<file path="config.mk">
export PLATFORM = sky130hd
export DESIGN_NAME = rf_wb_queue
export DESIGN_NICKNAME = d
export VERILOG_FILES = /design/src/rtl/rf_wb_queue.sv
export SDC_FILE = /design/constraint.sdc
export NUM_CORES = 2
export LEC_CHECK = 0
export CORE_UTILIZATION = 30
export DETAILED_ROUTE_END_ITERATION = 7
export MAX_ROUTING_LAYER = met4
export PLACE_DENSITY = 0.44
export SETUP_SLACK_MARGIN = 0.15
export SYNTH_ARGS = -nofsm -noshare
export SYNTH_HDL_FRONTEND = slang
export SYNTH_SLANG_ARGS = --single-unit
</file>
<file path="constraint.sdc">
create_clock -name clk -period 9 [get_ports clk]
set_input_delay 2.7 -clock clk [delete_from_list [all_inputs] [get_ports clk]]
set_output_delay 2.7 -clock clk [all_outputs]
set_load 0.01 [all_outputs]
</file>
<file path="src/rtl/rf_wb_queue.sv">
`default_nettype none
// ============================================================================
//  Module      : rf_wb_queue
//  Description : 32x32 register file fed through a 2-entry in-order
//                write-back queue. Accepted writes are queued and retired
//                into the array one per cycle when the write port is
//                granted (commit_en). Writes to r0 and "no write" requests
//                handshake normally but are dropped.
//                Optional feature macro: RF_BYPASS_EN. When defined, reads
//                see pending queue entries (youngest first); otherwise
//                reads return only committed array contents.
//  Revision    : 1.0 - initial release
// ============================================================================
module rf_wb_queue (
   input  logic        clk,
   input  logic        rst_n,
   input  logic        wr_valid,
   output logic        wr_ready,
   input  logic [4:0]  wr_rt,
   input  logic [4:0]  wr_rd,
   input  logic [1:0]  wr_dst_sel,
   input  logic [31:0] wr_data,
   input  logic        commit_en,
   input  logic [4:0]  rd_addr_a,
   input  logic [4:0]  rd_addr_b,
   output logic [31:0] rd_data_a,
   output logic [31:0] rd_data_b,
   output logic        commit_valid,
   output logic [4:0]  commit_addr,
   output logic        busy
);

   typedef enum logic [1:0] {
      ST_EMPTY = 2'd0,
      ST_ONE   = 2'd1,
      ST_FULL  = 2'd2
   } state_t;

   state_t           state_q, state_d;
   logic             rd_ptr_q, rd_ptr_d;
   logic             wr_ptr_q, wr_ptr_d;
   logic [1:0][4:0]  q_addr_q, q_addr_d;
   logic [1:0][31:0] q_data_q, q_data_d;
   logic [31:0][31:0] regs_q, regs_d;

   logic [4:0]  dst_addr;
   logic        push;
   logic        commit;
   logic [4:0]  head_addr;
   logic [31:0] head_data;

   // Read port: r0 is hardwired to zero; with bypass the youngest pending
   // entry wins, then the older one, then the array.
   function automatic logic [31:0] rf_read(input logic [4:0] a);
      logic [31:0] r;
      r = regs_q[a];
`ifdef RF_BYPASS_EN
      if (state_q != ST_EMPTY && q_addr_q[rd_ptr_q] == a)
         r = q_data_q[rd_ptr_q];
      if (state_q == ST_FULL && q_addr_q[~rd_ptr_q] == a)
         r = q_data_q[~rd_ptr_q];
`endif
      if (a == 5'd0)
         r = 32'd0;
      return r;
   endfunction

   // Handshake, destination decode, queue/array next-state and outputs.
   always_comb begin
      state_d  = state_q;
      rd_ptr_d = rd_ptr_q;
      wr_ptr_d = wr_ptr_q;
      q_addr_d = q_addr_q;
      q_data_d = q_data_q;
      regs_d   = regs_q;

      case (wr_dst_sel)
         2'b00:   dst_addr = wr_rt;
         2'b01:   dst_addr = wr_rd;
         2'b10:   dst_addr = 5'd31;
         default: dst_addr = 5'd0;
      endcase

      // Ready is a pure function of occupancy so it never waits on commit_en.
      wr_ready  = (state_q != ST_FULL);
      busy      = (state_q != ST_EMPTY);
      head_addr = q_addr_q[rd_ptr_q];
      head_data = q_data_q[rd_ptr_q];

      // Dropped requests (r0 or sel=11) still complete the handshake.
      push   = wr_valid && wr_ready && (dst_addr != 5'd0);
      commit = commit_en && (state_q != ST_EMPTY);

      commit_valid = commit;
      commit_addr  = (state_q != ST_EMPTY) ? head_addr : 5'd0;

      if (commit) begin
         regs_d[head_addr] = head_data;
         rd_ptr_d          = ~rd_ptr_q;
      end
      if (push) begin
         q_addr_d[wr_ptr_q] = dst_addr;
         q_data_d[wr_ptr_q] = wr_data;
         wr_ptr_d           = ~wr_ptr_q;
      end

      case (state_q)
         ST_EMPTY: if (push) state_d = ST_ONE;
         ST_ONE: begin
            if (push && !commit)      state_d = ST_FULL;
            else if (!push && commit) state_d = ST_EMPTY;
         end
         ST_FULL:  if (commit) state_d = ST_ONE;
         default:  state_d = ST_EMPTY;
      endcase

      rd_data_a = rf_read(rd_addr_a);
      rd_data_b = rf_read(rd_addr_b);
   end

   // State, pointers, queue storage and array; reset clears everything at once.
   always_ff @(posedge clk or negedge rst_n) begin
      if (!rst_n) begin
         state_q  <= ST_EMPTY;
         rd_ptr_q <= 1'b0;
         wr_ptr_q <= 1'b0;
         q_addr_q <= '0;
         q_data_q <= '0;
         regs_q   <= '0;
      end else begin
         state_q  <= state_d;
         rd_ptr_q <= rd_ptr_d;
         wr_ptr_q <= wr_ptr_d;
         q_addr_q <= q_addr_d;
         q_data_q <= q_data_d;
         regs_q   <= regs_d;
      end
   end

endmodule
`default_nettype wire

</file>
## Word level (Yosys, flattened, before mapping)

Cells that the tools add are included.

- Flip-flop bits (word level): 1,102
- Latch bits: 0
- Memory bits (writable): 0
- Bits in read-only memories: 0
- Bits of input ports: 58
- Output and inout port bits: 72
- Word-level logic and storage cells: 98
- Memories: 0

- $add $sub $neg: 0
- Multiply operators: 0
- Divide/modulo/power cells: 0
- $lt $le $gt $ge: 7
- Eq/ne operators: 8
- Shifts and indexed selects: 0
- Mux-type cells: 26
- Bitwise logic cells: 2
- Reductions and logical operators: 16

Operator list:

| kind | number |
|---|---|
| $bwmux W1024 | 1 |
| $bmux W32 S5 | 2 |
| $mux W32 | 8 |
| $demux W32 S5 | 1 |
| $bwmux W64 | 1 |
| $demux W32 S1 | 1 |
| $mux W5 | 4 |
| $lt A5 B6 Y1 const B | 3 |
| $pmux W5 S3 | 1 |
| $bwmux W10 | 1 |
| $logic_not A5 Y1 | 2 |
| $mux W2 | 4 |
| $logic_and A1 B1 Y1 | 7 |
| $ne A2 B2 Y1 const B | 3 |
| $pmux W2 S3 | 1 |
| $demux W5 S1 | 1 |
| $ge A5 B1 Y1 const B | 1 |
| $reduce_bool A5 Y1 | 1 |
| $eq A2 B1 Y1 const B | 2 |
| $eq A2 B2 Y1 const B | 2 |
| $logic_not A2 Y1 | 2 |
| $lt A1 B2 Y1 const B | 2 |
| $ne A3 B3 Y1 const B | 1 |
| $reduce_and A3 Y1 | 1 |
| other kinds (4) | 6 |

## Logic depth before layout (Yosys ltp)

- Depth after elaboration: 9
- Gate-level depth with buffers: 10
- Depth with buffers taken out: 6

## Least setup slack after synthesis

No wires, ideal clock.

- Path type: input to output
- Start: input port rd_addr_b[0]
- End: output port rd_data_b[10]
- Arrival: 4.278 ns
- Data required time: 6.300 ns
- Setup slack: 2.022 ns
- Stages on the path: 7
- Buffers on the path: 3
- Cells stage by stage: buf_4 -> buf_6 -> buf_6 -> mux4_2 -> mux4_2 -> inv_2 -> a221oi_1

- Cells in the longest elaborated chain, start to end: 3
- Elaborated cells between the ends (all ways): 4
- Classes of those cells: mux: 3; reduce/logical: 1

Ends and longest elaborated chain:

| element | RTL line | text |
|---|---|---|
| start, declared | 25 | `input logic [4:0] rd_addr_b,` |
| $bmux W32 S5 | 56 | `r = regs_q[a];` |
| $mux W32 (implied by the code) | 56 |  |
| $mux W32 (*) | 63 | `if (a == 5'd0)` |
| end, declared | 27 | `output logic [31:0] rd_data_b,` |

Every way passes the cells marked *; elsewhere a longest branch is shown, timed or not. The select of a mux whose other input is x is not followed.

## Worst setup path in the final report

- Start: input port rd_addr_b[1]
- End: output port rd_data_b[6]

Same word-level chain as after synthesis.

==> results.txt <==
In this run, synthesis produced a sequential element count of 1102. Data on the critical path is required at its endpoint by 6.30 ns. For this design, the CTS-stage hold fixing added 0 buffers. The endpoint identified for the worst register-to-register timing path is regs_q[389]. On the worst path, the slowest cell contributes a delay of 0.75 ns. The flow ran to the end, and the final reports show no timing, DRC or antenna violations. Detailed placement ended at an HPWL of 115600 µm. The first global-routing pass estimated 284300 µm of wire.

No sink is reached through more buffers than the 3 on the longest clock path. Global routing used 21.24% of the available tracks across all layers. The worst setup path is launched from an input pin.

Clock skew on the completed layout was measured at 0.02163 ns. After detailed routing, the number of vias per cell comes to 5.369. STA classifies the critical path endpoint as a primary output. The setup TNS was 0 ns. Counting flops with a built-in enable in the synthesized netlist gives 0. The instance count along the most critical hold path came out at 1. The most frequently used cell type in the post-synthesis netlist was sky130_fd_sc_hd__dfrtp_1.

The cell count of the worst reg-to-reg path is 5, and the total of max-cap violations is 0. For this run, global-route usage on met3 was measured as 3.626%. The max-slew violation count was 0.

The final period utilization came out at 93.12%. CTS saw 1102 sinks. For hold timing, the worst endpoint is q_addr_q[6]. The design draws 22.26 mW. Worst-path cell with the longest stage delay: sky130_fd_sc_hd__a221oi_1. The logs give 0.0001245 V for the worst IR drop on VDD and 190900 µm for the total routed wirelength. For this run the aggregate overflow at the end of global routing stands at 0. The netlist uses 53 different library cells. The critical path goes through buf_8, nor3_1, nand2_2, buf_12, o221ai_1, a221oi_1, clkdlybuf4s50_1. The logs give 30.22% for the initial standard-cell utilization of the core and 0 for the remaining antenna violation count after routing. At the worst endpoint, the arrival time is 5.68 ns. After floorplanning, the core was divided into 158 placement rows. Area share of the leading cell type in the synthesized netlist: 49.22%. During synthesis, Yosys emitted a total of 0 warnings. In this run the standard cell core region covers 0.1854 mm².

The largest fanout of any net on the critical path was 36. Most used routing layer in global routing: met2. The mapped netlist covers 0.05603 mm². TritonCTS built the clock tree. 130 I/O pins were placed.

In this run the static leakage power is 26.52 nW. For the pin with the worst max-slew slack, the measured transition is 1.271 ns. The post-synthesis area per instance was 11.92 µm²; the final-report hold violation count was 0. Before antenna repair, the detailed router went through 7 iterations. For the number of post-CTS setup repair buffers, the log shows 0. The number of placed instances, taps included, is 6982. In the synthesized netlist, the cells that appear most often are 1102 x sky130_fd_sc_hd__dfrtp_1, 576 x sky130_fd_sc_hd__mux4_2, 559 x sky130_fd_sc_hd__nand2_1. Derived from the worst setup path, the maximum achievable clock frequency is 119.3 MHz. The quantity of I/O buffers inserted on ports works out to 129. The time the worst path needs with I/O delays and setup works out to 8.381 ns.

The launch instance of the worst min-delay path is q_addr_q[6]. After clock tree synthesis, the clock-pin slew on the worst setup and hold paths is 0.06 ns. The tools report the total number of vias as 38760. The H-tree was split into 4 levels. In this run the worst hold path is classified as reg2reg. The proportion of layout cells with a drive suffix above 1 was 23.32%.

By startpoint and endpoint, the worst setup path is classified as in2out. After detailed routing, the average wire length per cell comes to 26.44 µm. Entering global routing, the biggest net connects 159 pins.

Clock tree synthesis selected as its root buffer the cell sky130_fd_sc_hd__clkbuf_16. The power per standard cell area was 344.7 mW/mm²; the fraction of registers with async set or reset after synthesis was 100.0%. In this run the vertical extent of the chip is 434.2 µm. The run gives 3422 as the number of violations reported at the end of detailed-routing iteration 0. Among all flip-flop cells after synthesis, the most frequent one is sky130_fd_sc_hd__dfrtp_1. The total number of nets in the final design is 4693, and the layout overhead on the synthesized area is 15.23%. The biggest area contributor in the post-synthesis netlist is sky130_fd_sc_hd__dfrtp_1.

At the end of routability-driven placement, the weighted congestion stood at 0.8388. The worst pin sits at a relative slew slack of 13.49%. Final-report setup violation count: 0. The initial antenna violation count came out at 9. The tools report the setup slack on the worst flop-to-flop path as 4.38 ns. After detailed routing, the number of remaining DRC violations is 0.

The area enclosed by the die boundary is 0.1885 mm², and the fraction of the yosys area taken by sequential cells is 49.22%. Excluding fillers, the count of instances in the completed layout stands at 7218. In this run the critical register-to-register path is launched from rd_ptr_q. Synthesis produced a netlist with a net count of 4757. The via count of the first global-routing pass was 39270.

The post-cts gate resize count came out at 0. Measured along the x axis, the die boundary spans 434.2 µm. Yosys attributes the largest share of cell area to sky130_fd_sc_hd__dfrtp_1 49%, sky130_fd_sc_hd__mux4_2 23%, sky130_fd_sc_hd__a21oi_1 4.3%, sky130_fd_sc_hd__o21ai_0 4.2%, sky130_fd_sc_hd__nand2_1 3.7%. For this run, global-route usage on met1 was measured as 29.65%.

After technology mapping, the gate count stands at 4699. The tools report the CTS buffer count as 131. The logs give 0.80 ns for the clock latency of the later-clocked register in the worst-skew pair and 31.76% for the met2 routing resource usage after global routing. Setup repair after global routing left no endpoint under its margin.
-- worst max path at each step --
stage	from	end	slack, ns
global placement	rd_addr_b[0]	rd_data_b[0]	0.55
finish	rd_addr_b[1]	rd_data_b[6]	0.62
CTS	rd_addr_b[0]	rd_data_b[0]	0.59
detailed placement	rd_addr_b[0]	rd_data_b[0]	0.59
floorplan	rd_addr_b[0]	rd_data_b[10]	2.02
global route	rd_addr_b[0]	rd_data_b[0]	0.58
-- area by class of cell --
class / instances / area [µm²]
Antenna cell: 13 / 32.53
Clock buffer: 177 / 3806
Clock inverter: 46 / 513.0
Fill cell: 18410 / 120900
Inverter: 68 / 255.2
Multi-Input combinational cell: 3046 / 26370
Sequential cell: 1102 / 27580
Tap cell: 2480 / 3103
Timing Repair Buffer: 286 / 2900
-- report_power, final --
group	switching (mW)	internal, mW
combinational	4.28	3.63
clock	2.22	3.19
sequential	1.76	7.17
total	8.27	14.0
-- cell usage in the layout, fill, tap and decap left out, drive strengths merged, types with 5 or more instances in the layout --
cell type	n
o21ai	552
mux2	74
clkdlybuf4s50	118
clkbuf	179
nor3	13
clkinv	67
dfrtp	1102
buf	166
diode	13
inv	36
nand3	17
nand2b	8
a221oi	64
mux2i	99
a21oi	487
nand2	561
nor3b	5
o221ai	64
mux4	576
bufinv	8
nor2	493
-- per-layer routing --
metal	up-vias	wire [µm]
met1	20330	87860
met2	1055	87900
met4	0	4786
met5	-	0
li1	17120	-
met3	246	10340
-- worst max-delay path: cells and delay by family --
kind / cells / cell delay [ns]
buf+inv: 3 / 1.28
compound gates: 2 / 1.01
simple gates: 2 / 0.57
-- logic make-up after synthesis --
kind of cell / after synthesis / synth area share [%]
AO/OA/AOI/OAI: 1183 / 11.64
AND/OR/NAND/NOR: 1113 / 7.916
multiplexers: 749 / 26.53
flip-flops: 1102 / 49.22
buffers and inverters: 551 / 4.678
XOR/XNOR: 1 / 0.01563
-- metrics by stage --
step	hold slack, ns	utilization [%]	instance area, µm²	setup slack [ns]
floorplan	0.4609	-	56030	2.022
global placement	0.4744	32.47	60210	0.5494
detailed placement	0.4855	32.47	60210	0.5923
CTS	0.4985	34.80	64530	0.5929
global route	0.5161	34.81	64550	0.5839
finish	0.4953	34.82	64560	0.6190
-- state kept, by name, indices dropped and copies added (netlist names) --
register	count
regs_q	1024
wr_ptr_q	1
q_data_q	64
rd_ptr_q	1
q_addr_q	10
state_q	2
(Power assumes the default switching activity.)
